<file path="src/rtl/branch_redirect_ctrl.sv">
// branch_redirect_ctrl: captures a taken branch/jump resolved in EX and turns it into
// a one-cycle PC redirect plus IF/ID and ID/EX flushes, holding through memory stalls.
module branch_redirect_ctrl #(
    parameter int PC_W = 9
) (
    input  logic            clk,
    input  logic            reset,
    input  logic            ex_valid,
    input  logic            Branch,
    input  logic            PcSel,
    input  logic [31:0]     BrPC,
    input  logic            stall,
    input  logic            clr_cnt,
    output logic            pc_redirect,
    output logic [PC_W-1:0] redirect_pc,
    output logic            flush_ifid,
    output logic            flush_idex,
    output logic            busy,
    output logic            target_err,
    output logic [15:0]     br_count,
    output logic [15:0]     taken_count
);
    typedef enum logic [1:0] {IDLE, PEND, FLUSH} state_t;

    state_t           r_state, w_next;
    logic [PC_W-1:0]  r_redirect_pc;
    logic             r_redirect, r_busy, r_err;
    logic [15:0]      r_br_cnt, r_tk_cnt;
    logic             w_accept, w_take, w_bad;

    assign w_accept = (r_state == IDLE) && ex_valid && Branch;
    assign w_take   = w_accept && PcSel;
    assign w_bad    = (BrPC[1:0] != 2'b00) || ((BrPC >> PC_W) != 32'd0);

    always_ff @(posedge clk) begin
        if (!reset) r_state <= IDLE;
        else        r_state <= w_next;
    end

    always_comb begin
        w_next = r_state;
        case (r_state)
            IDLE:    if (w_take) w_next = stall ? PEND : FLUSH;
            PEND:    if (!stall) w_next = FLUSH;
            FLUSH:   if (!stall) w_next = IDLE;
            default: w_next = IDLE;
        endcase
    end

    // Outputs are registered from the next state so they line up with r_state.
    always_ff @(posedge clk) begin
        if (!reset) begin
            r_redirect_pc <= '0;
            r_redirect    <= 1'b0;
            r_busy        <= 1'b0;
            r_err         <= 1'b0;
            r_br_cnt      <= '0;
            r_tk_cnt      <= '0;
        end else begin
            r_redirect <= (w_next == FLUSH);
            r_busy     <= (w_next != IDLE);
            if (w_take) r_redirect_pc <= BrPC[PC_W-1:0];
            if (w_take && w_bad) r_err <= 1'b1;
            if (clr_cnt) begin
                r_br_cnt <= '0;
                r_tk_cnt <= '0;
            end else begin
                if (w_accept && r_br_cnt != 16'hFFFF) r_br_cnt <= r_br_cnt + 16'd1;
                if (w_take && r_tk_cnt != 16'hFFFF)   r_tk_cnt <= r_tk_cnt + 16'd1;
            end
        end
    end

    assign pc_redirect = r_redirect;
    assign flush_ifid  = r_redirect;
    assign flush_idex  = r_redirect;
    assign redirect_pc = r_redirect_pc;
    assign busy        = r_busy;
    assign target_err  = r_err;
    assign br_count    = r_br_cnt;
    assign taken_count = r_tk_cnt;
endmodule

</file>
<file path="config.mk">
export PLATFORM = sky130hd
export DESIGN_NAME = branch_redirect_ctrl
export DESIGN_NICKNAME = d
export VERILOG_FILES = /design/src/rtl/branch_redirect_ctrl.sv
export SDC_FILE = /design/constraint.sdc
export NUM_CORES = 1
export LEC_CHECK = 0
export ABC_AREA = 1
export CORE_ASPECT_RATIO = 0.5
export CORE_MARGIN = 2
export CORE_UTILIZATION = 41
export DETAILED_ROUTE_END_ITERATION = 8
export PLACE_DENSITY_LB_ADDON = 0.3
export SLEW_MARGIN = 40
export SYNTH_ARGS = -nofsm -noshare
export SYNTH_HDL_FRONTEND = slang
export SYNTH_SLANG_ARGS = --single-unit
</file>
<file path="constraint.sdc">
create_clock -name clk -period 1.4 [get_ports clk]
set_input_delay 0.28 -clock clk [delete_from_list [all_inputs] [get_ports clk]]
set_output_delay 0.28 -clock clk [all_outputs]
set_load 0.02 [all_outputs]
</file>
## After elaboration in Yosys (flattened, before gate mapping)

Index checks and enable logic that the tools add are counted.

- $add $sub $neg: 2
- Equal/unequal tests: 5
- Muxes and demuxes: 5
- Bitwise logic cells: 1
- Reductions and logical operators: 12

Operators by type and width:

| cell | count |
|---|---|
| 16-bit by 1-bit adder with 16-bit output, second input constant | 2 |
| 16-bit != test, second input constant | 2 |
| 32-bit nonzero test | 1 |
| 2-bit 2-to-1 mux | 4 |
| 1-bit logical AND | 6 |
| 2-bit case mux with 3 select lines | 1 |
| 2-bit == test, second input constant | 2 |
| 2-bit nonzero test | 2 |
| 2-bit by 1-bit == test with 1-bit output, second input constant | 1 |
| 2-bit logical NOT | 1 |
| 2-bit OR reduction | 1 |
| 1-bit logical OR | 1 |
| 1-bit inverter | 1 |

- Bits in registers: 46
- Bits of input ports: 39
- Output and inout bits: 46
- Word-level logic and storage cells: 32

## Depth between registers and ports, before layout

Gate-level depths: netlist of run 1.

- Depth after elaboration: 7
- Mapped depth: 10
- Gate-level depth less buffers: 10

## Worst setup path before layout of run 1

Ideal clock, no wire load.

- Path type: register to register
- From: register r_br_cnt[0] (netlist: br_count[0])
- To: register r_br_cnt[1] (netlist: br_count[1])
- Library setup time: 144 ps
- Arrival: 1511 ps
- Required time: 1256 ps
- Setup slack: -256 ps
- Cell stages (with the launch flop): 10
- Buffers on the path: 1
- Clock period less this slack: 1656 ps
- Cell sequence: dfxtp_1 -> ha_1 -> nand2_1 -> nor2_1 -> nand2_1 -> nor2_2 -> nor2_4 -> buf_6 -> nand2_1 -> a21oi_1

- Cells in the longest elaborated chain, start to end: 2
- Elaborated cells between the ends (all ways): 3
- Classes of those cells: add/sub: 1; eq/ne: 1; reduce/logical: 1

RTL lines:

| element | RTL line | RTL |
|---|---|---|
| from (decl) | 28 | `logic [15:0] r_br_cnt, r_tk_cnt;` |
| from (signal assigned) | 68 | `if (w_accept && r_br_cnt != 16'hFFFF) r_br_cnt <= r_br_cnt + 16'd1;` |
| branches (longest 2 deep; another with 16-bit by 1-bit adder with 16-bit output) | -- |  |

Several ways; the timed one is not identified.
A chain may end at the register's enable or synchronous reset.

## Worst setup path after layout of run 1

- From: register r_tk_cnt[1] (netlist: taken_count[1])
- To: register r_tk_cnt[10] (netlist: taken_count[10])

- Cells in the longest elaborated chain, start to end: 2
- Elaborated cells between the ends (all ways): 3
- Classes of those cells: add/sub: 1; eq/ne: 1; reduce/logical: 1

RTL lines:

| element | RTL line | RTL |
|---|---|---|
| from (decl) | 28 |  |
| from (signal assigned) | 69 | `if (w_take && r_tk_cnt != 16'hFFFF) r_tk_cnt <= r_tk_cnt + 16'd1;` |
| branches (longest 2 deep; another with 16-bit by 1-bit adder with 16-bit output) | -- |  |

Several ways; the timed one is not identified.

==> summary.md, run 1 <==
| Metric | Value |
|---|---|
| Status | `finished, violations left` |
| Failing checks | `negative setup slack` |
| R2R Path End | `taken_count[10]$_SDFFE_PP0P_` |
| GRT Max-Usage Layer | `met2` |
| Fillers | `between 400 and 500` |
| Hpwl dp | `5110 µm` |
| Die height | `59.8 µm` |
| Data required, critical path | `1620 ps` |
| IO Count | `85` |
| Worst-path clk slew | `60 ps` |
| Number of synthesis warnings | `0` |
| HP Class | `register to register` |
| Ant. Diodes | `0` |
| Final #Nets | `569` |
| Top-area cell type share of the netlist area | `36.1%` |
| Switching part of the total power | `24.7%` |
| CTS Buf Count | `5` |
| Worst slew pin tran | `approximately 330 ps` |
| Worst setup EP type | `register` |
| Total GRT Usage | `a little under a quarter` |
| Clk_skew | `3.07 ps` |
| Clk pwr share | `41.9%` |
| Initial antenna violation count | `0` |
| Largest area contributor in the netlist | `dfxtp_1` |
| WS Path Type | `register to register` |
| Via density per instance | `4.88` |
| Final period utilization | `109%` |
| Commonest non-fill, non-tap cell in the layout | `nand2_1` |
| Share of cells above drive strength 1 | `between 30% and 40%` |
| Sw power | `0.731 mW` |
| Minimum clock period | `about 1500 ps` |
| Seq pwr share | `~45%` |
| Hold Buf Count CTS | `0` |
| Internal power | `about 2.2 mW` |
| Slew Limit Headroom | `between 70% and 80%` |
| RSZ-0062 raised after global routing | `yes` |
| PnR worst setup slack | `-121 ps` |
| Syn_nets | `425` |
| Pre-antenna DRT Iters | `4` |
| Detailed Route Iter0 Violations | `roughly 160` |
| Syn-to-layout area delta | `73.0%` |
| # rows | `20` |
| Hold Path Origin | `target_err$_SDFFE_PN0P_` |
| Peak supply drop | `506 µV` |
| Post-Syn Area per Cell | `6.65 µm²` |
| Final Hold Fails | `0` |
| Placed cell areas | `3890 µm²` |
| Antenna Nets Post-Route | `0` |
| CTS Buffer Depth | `2` |
| Clock Tree Root | `clkbuf_16` |
| Syn Std Cell Area | `around 2600 µm²` |
| Fin. max-slew vios | `0` |
| DRC | `0` |
| Chip width | `116 µm` |
| FF+latch count, synth | `46` |
| Crit path max fanout | `2` |
| Unique masters post-synth | `29` |
| Seq/Total Area, Yosys | `between 30% and 40%` |
| Gr ovfl total | `0` |
| Vias in the first global route | `between 2000 and 3000` |
| Placed cells | `between 500 and 600` |
| TritonCTS clock tree | `yes` |
| Power Dens Cells | `approximately 670 nW/µm²` |
| Final non-filler cell total | `617` |
| RD Place Congestion | `0.830` |
| Die ar. | `6910 µm²` |
| Worst setup SP type | `register` |
| M1 GR Usage | `27.2%` |
| H-tree depth | `2` |
| Most frequent cells in the layout | `nand2_1, nor2_1, buf_4` |
| CTS sink cnt | `46` |
| Worst-skew pair later-pin latency | `290 ps` |
| Fmax achieved | `0.657 GHz` |
| Sink of the worst hold path | `target_err$_SDFFE_PN0P_` |
| Routed length per instance | `13.6 µm` |
| M3 GR Usage | `under 10%` |
| Initial Utilization | `roughly 42%` |
| Largest net degree at the start of global routing | `22` |
| Reg2reg path depth | `11` |
| R2R Setup Slk | `-120 ps` |
| Synth area leaders | `dfxtp_1, nand2_1, nor2_1` |
| Finish-stage setup viols | `18` |
| Max cap viols | `0` |
| Core Region | `just over 6000 µm²` |
| Combinational Power Share | `13.2%` |
| Synth Instances | `between 300 and 400` |
| Pleak | `1.91 nW` |
| DR vias | `3013` |
| Final instance area | `4420 µm²` |
| Drt total wl | `about 8400 µm` |
| Hold path cells | `2` |
| Critical Path AT | `~1700 ps` |
| First-pass GRT wire length | `around 13000 µm` |
| I/O Buffers | `84` |
| GRT met2 Usage | `42.9%` |
| R2R Path Start | `taken_count[1]$_SDFFE_PP0P_` |
[per-layer routing]
| metal | vias to the layer above | part of all wire, % |
|---|---|---|
| li1 | 1501 | - |
| met5 | - | 0 |
| met2 | 94 | 52 |
| met1 | 1404 | 41 |
| met4 | 0 | 1.3 |
| met3 | 14 | 6.1 |
[synth_stat cells, drive strengths merged]
cell and number:
nand2 112, and2 1, inv 34, clkbuf 5
dfxtp 46, o21ai 16, nand4 11, xor2 8
clkinv 1, or2 1, nor2 84, xnor2 4
nand3 24, nor3 1, a21oi 28, buf 6
ha 2
[registers in the layout, indices dropped and copies added, names as in the netlist]
name,cells
r_state,2
br_count,16
redirect_pc,9
busy,1
target_err,1
taken_count,16
flush_idex,1
[power groups by stage]
stage,clock [mW],combinational (mW),sequential (mW)
after global placement,0,0.350,1.36
after CTS,1.23,0.380,1.33
after global routing,1.29,0.420,1.33
after floorplan,0,0.121,1.39
final,1.24,0.389,1.33
after detailed placement,0,0.355,1.36
[stage by stage]
stage | setup slack, ps | hold WS [ps] | utilization, % | power, mW | TNS, ps
after floorplan | 0.177 | 415 | - | 1.51 | 0
after global placement | -261 | 432 | 64.6 | 1.71 | -6330
after detailed placement | -300 | 450 | 64.6 | 1.72 | -7810
after CTS | -31.9 | 457 | 70.0 | 2.94 | -166
after global routing | -163 | 483 | 73.2 | 3.04 | -2910
final | -121 | 466 | 73.2 | 2.96 | -1250
[area by class of cell]
type                    count  area [µm²]  share of cell area, %
well taps                  88         110                   2.49
flip-flops and latches     46         976                   22.1
inverters                  35         133                   3.00
clock buffers               6         139                   3.15
clock inverters             2        12.5                  0.283
multi-input cells         294        1730                   39.2
repair buffers            146        1310                   29.7
[kinds of logic after synthesis]
group / Yosys count / share of synthesized area, %
AOI/OAI and AO/OA: 44 / 10.5
buffers and inverters: 46 / 8.09
and+or+nand+nor: 234 / 40.2
xor gates and xnor gates: 12 / 4.12
adders and majority gates: 2 / 0.980
DFF: 46 / 36.1
[worst max path at each step]
stage,endpoint,startpoint,cells after the start,slack (ps)
6_report,taken_count[10]$_SDFFE_PP0P_,taken_count[1]$_SDFFE_PP0P_,11,-120
5_1_grt,taken_count[15]$_SDFFE_PP0P_,taken_count[1]$_SDFFE_PP0P_,9,-160
3_3_place_gp,taken_count[0]$_SDFFE_PP0P_,Branch,6,-260
3_5_place_dp,taken_count[0]$_SDFFE_PP0P_,Branch,6,-300
4_1_cts,br_count[0]$_SDFFE_PP0P_,br_count[0]$_SDFFE_PP0P_,11,-30
2_1_floorplan,br_count[1]$_SDFFE_PP0P_,br_count[10]$_SDFFE_PP0P_,8,0.2
[critical path, cell delays in order, from the launching register on]
cell and delay [ps]:
dfxtp_4 350, ha_4 170, nand2_4 60, nor2_4 40, buf_4 120, buf_4 120
buf_4 130, nand3_1 90, nand2_1 80, nand2_1 80, nand2_1 60, a21oi_2 130
[timing repair]
| action | CTS | global route |
|---|---|---|
| endpoints found under the setup margin | 71 | 42 |
| endpoints found under the hold margin | 0 | 0 |
| pin swaps | 12 | 40 |
| setup buffers | 8 | 6 |
| gates resized for setup | 82 | 74 |
| cloned | 3 | 0 |
No activity file was read; power rests on OpenSTA's default activity.
==> run 2: changes to the inputs <==
- ABC_CLOCK_PERIOD_IN_PS: default -> 1400
==> results of run 2 <==
No change in the layout: final DEF, timing and power equal those of run 1.
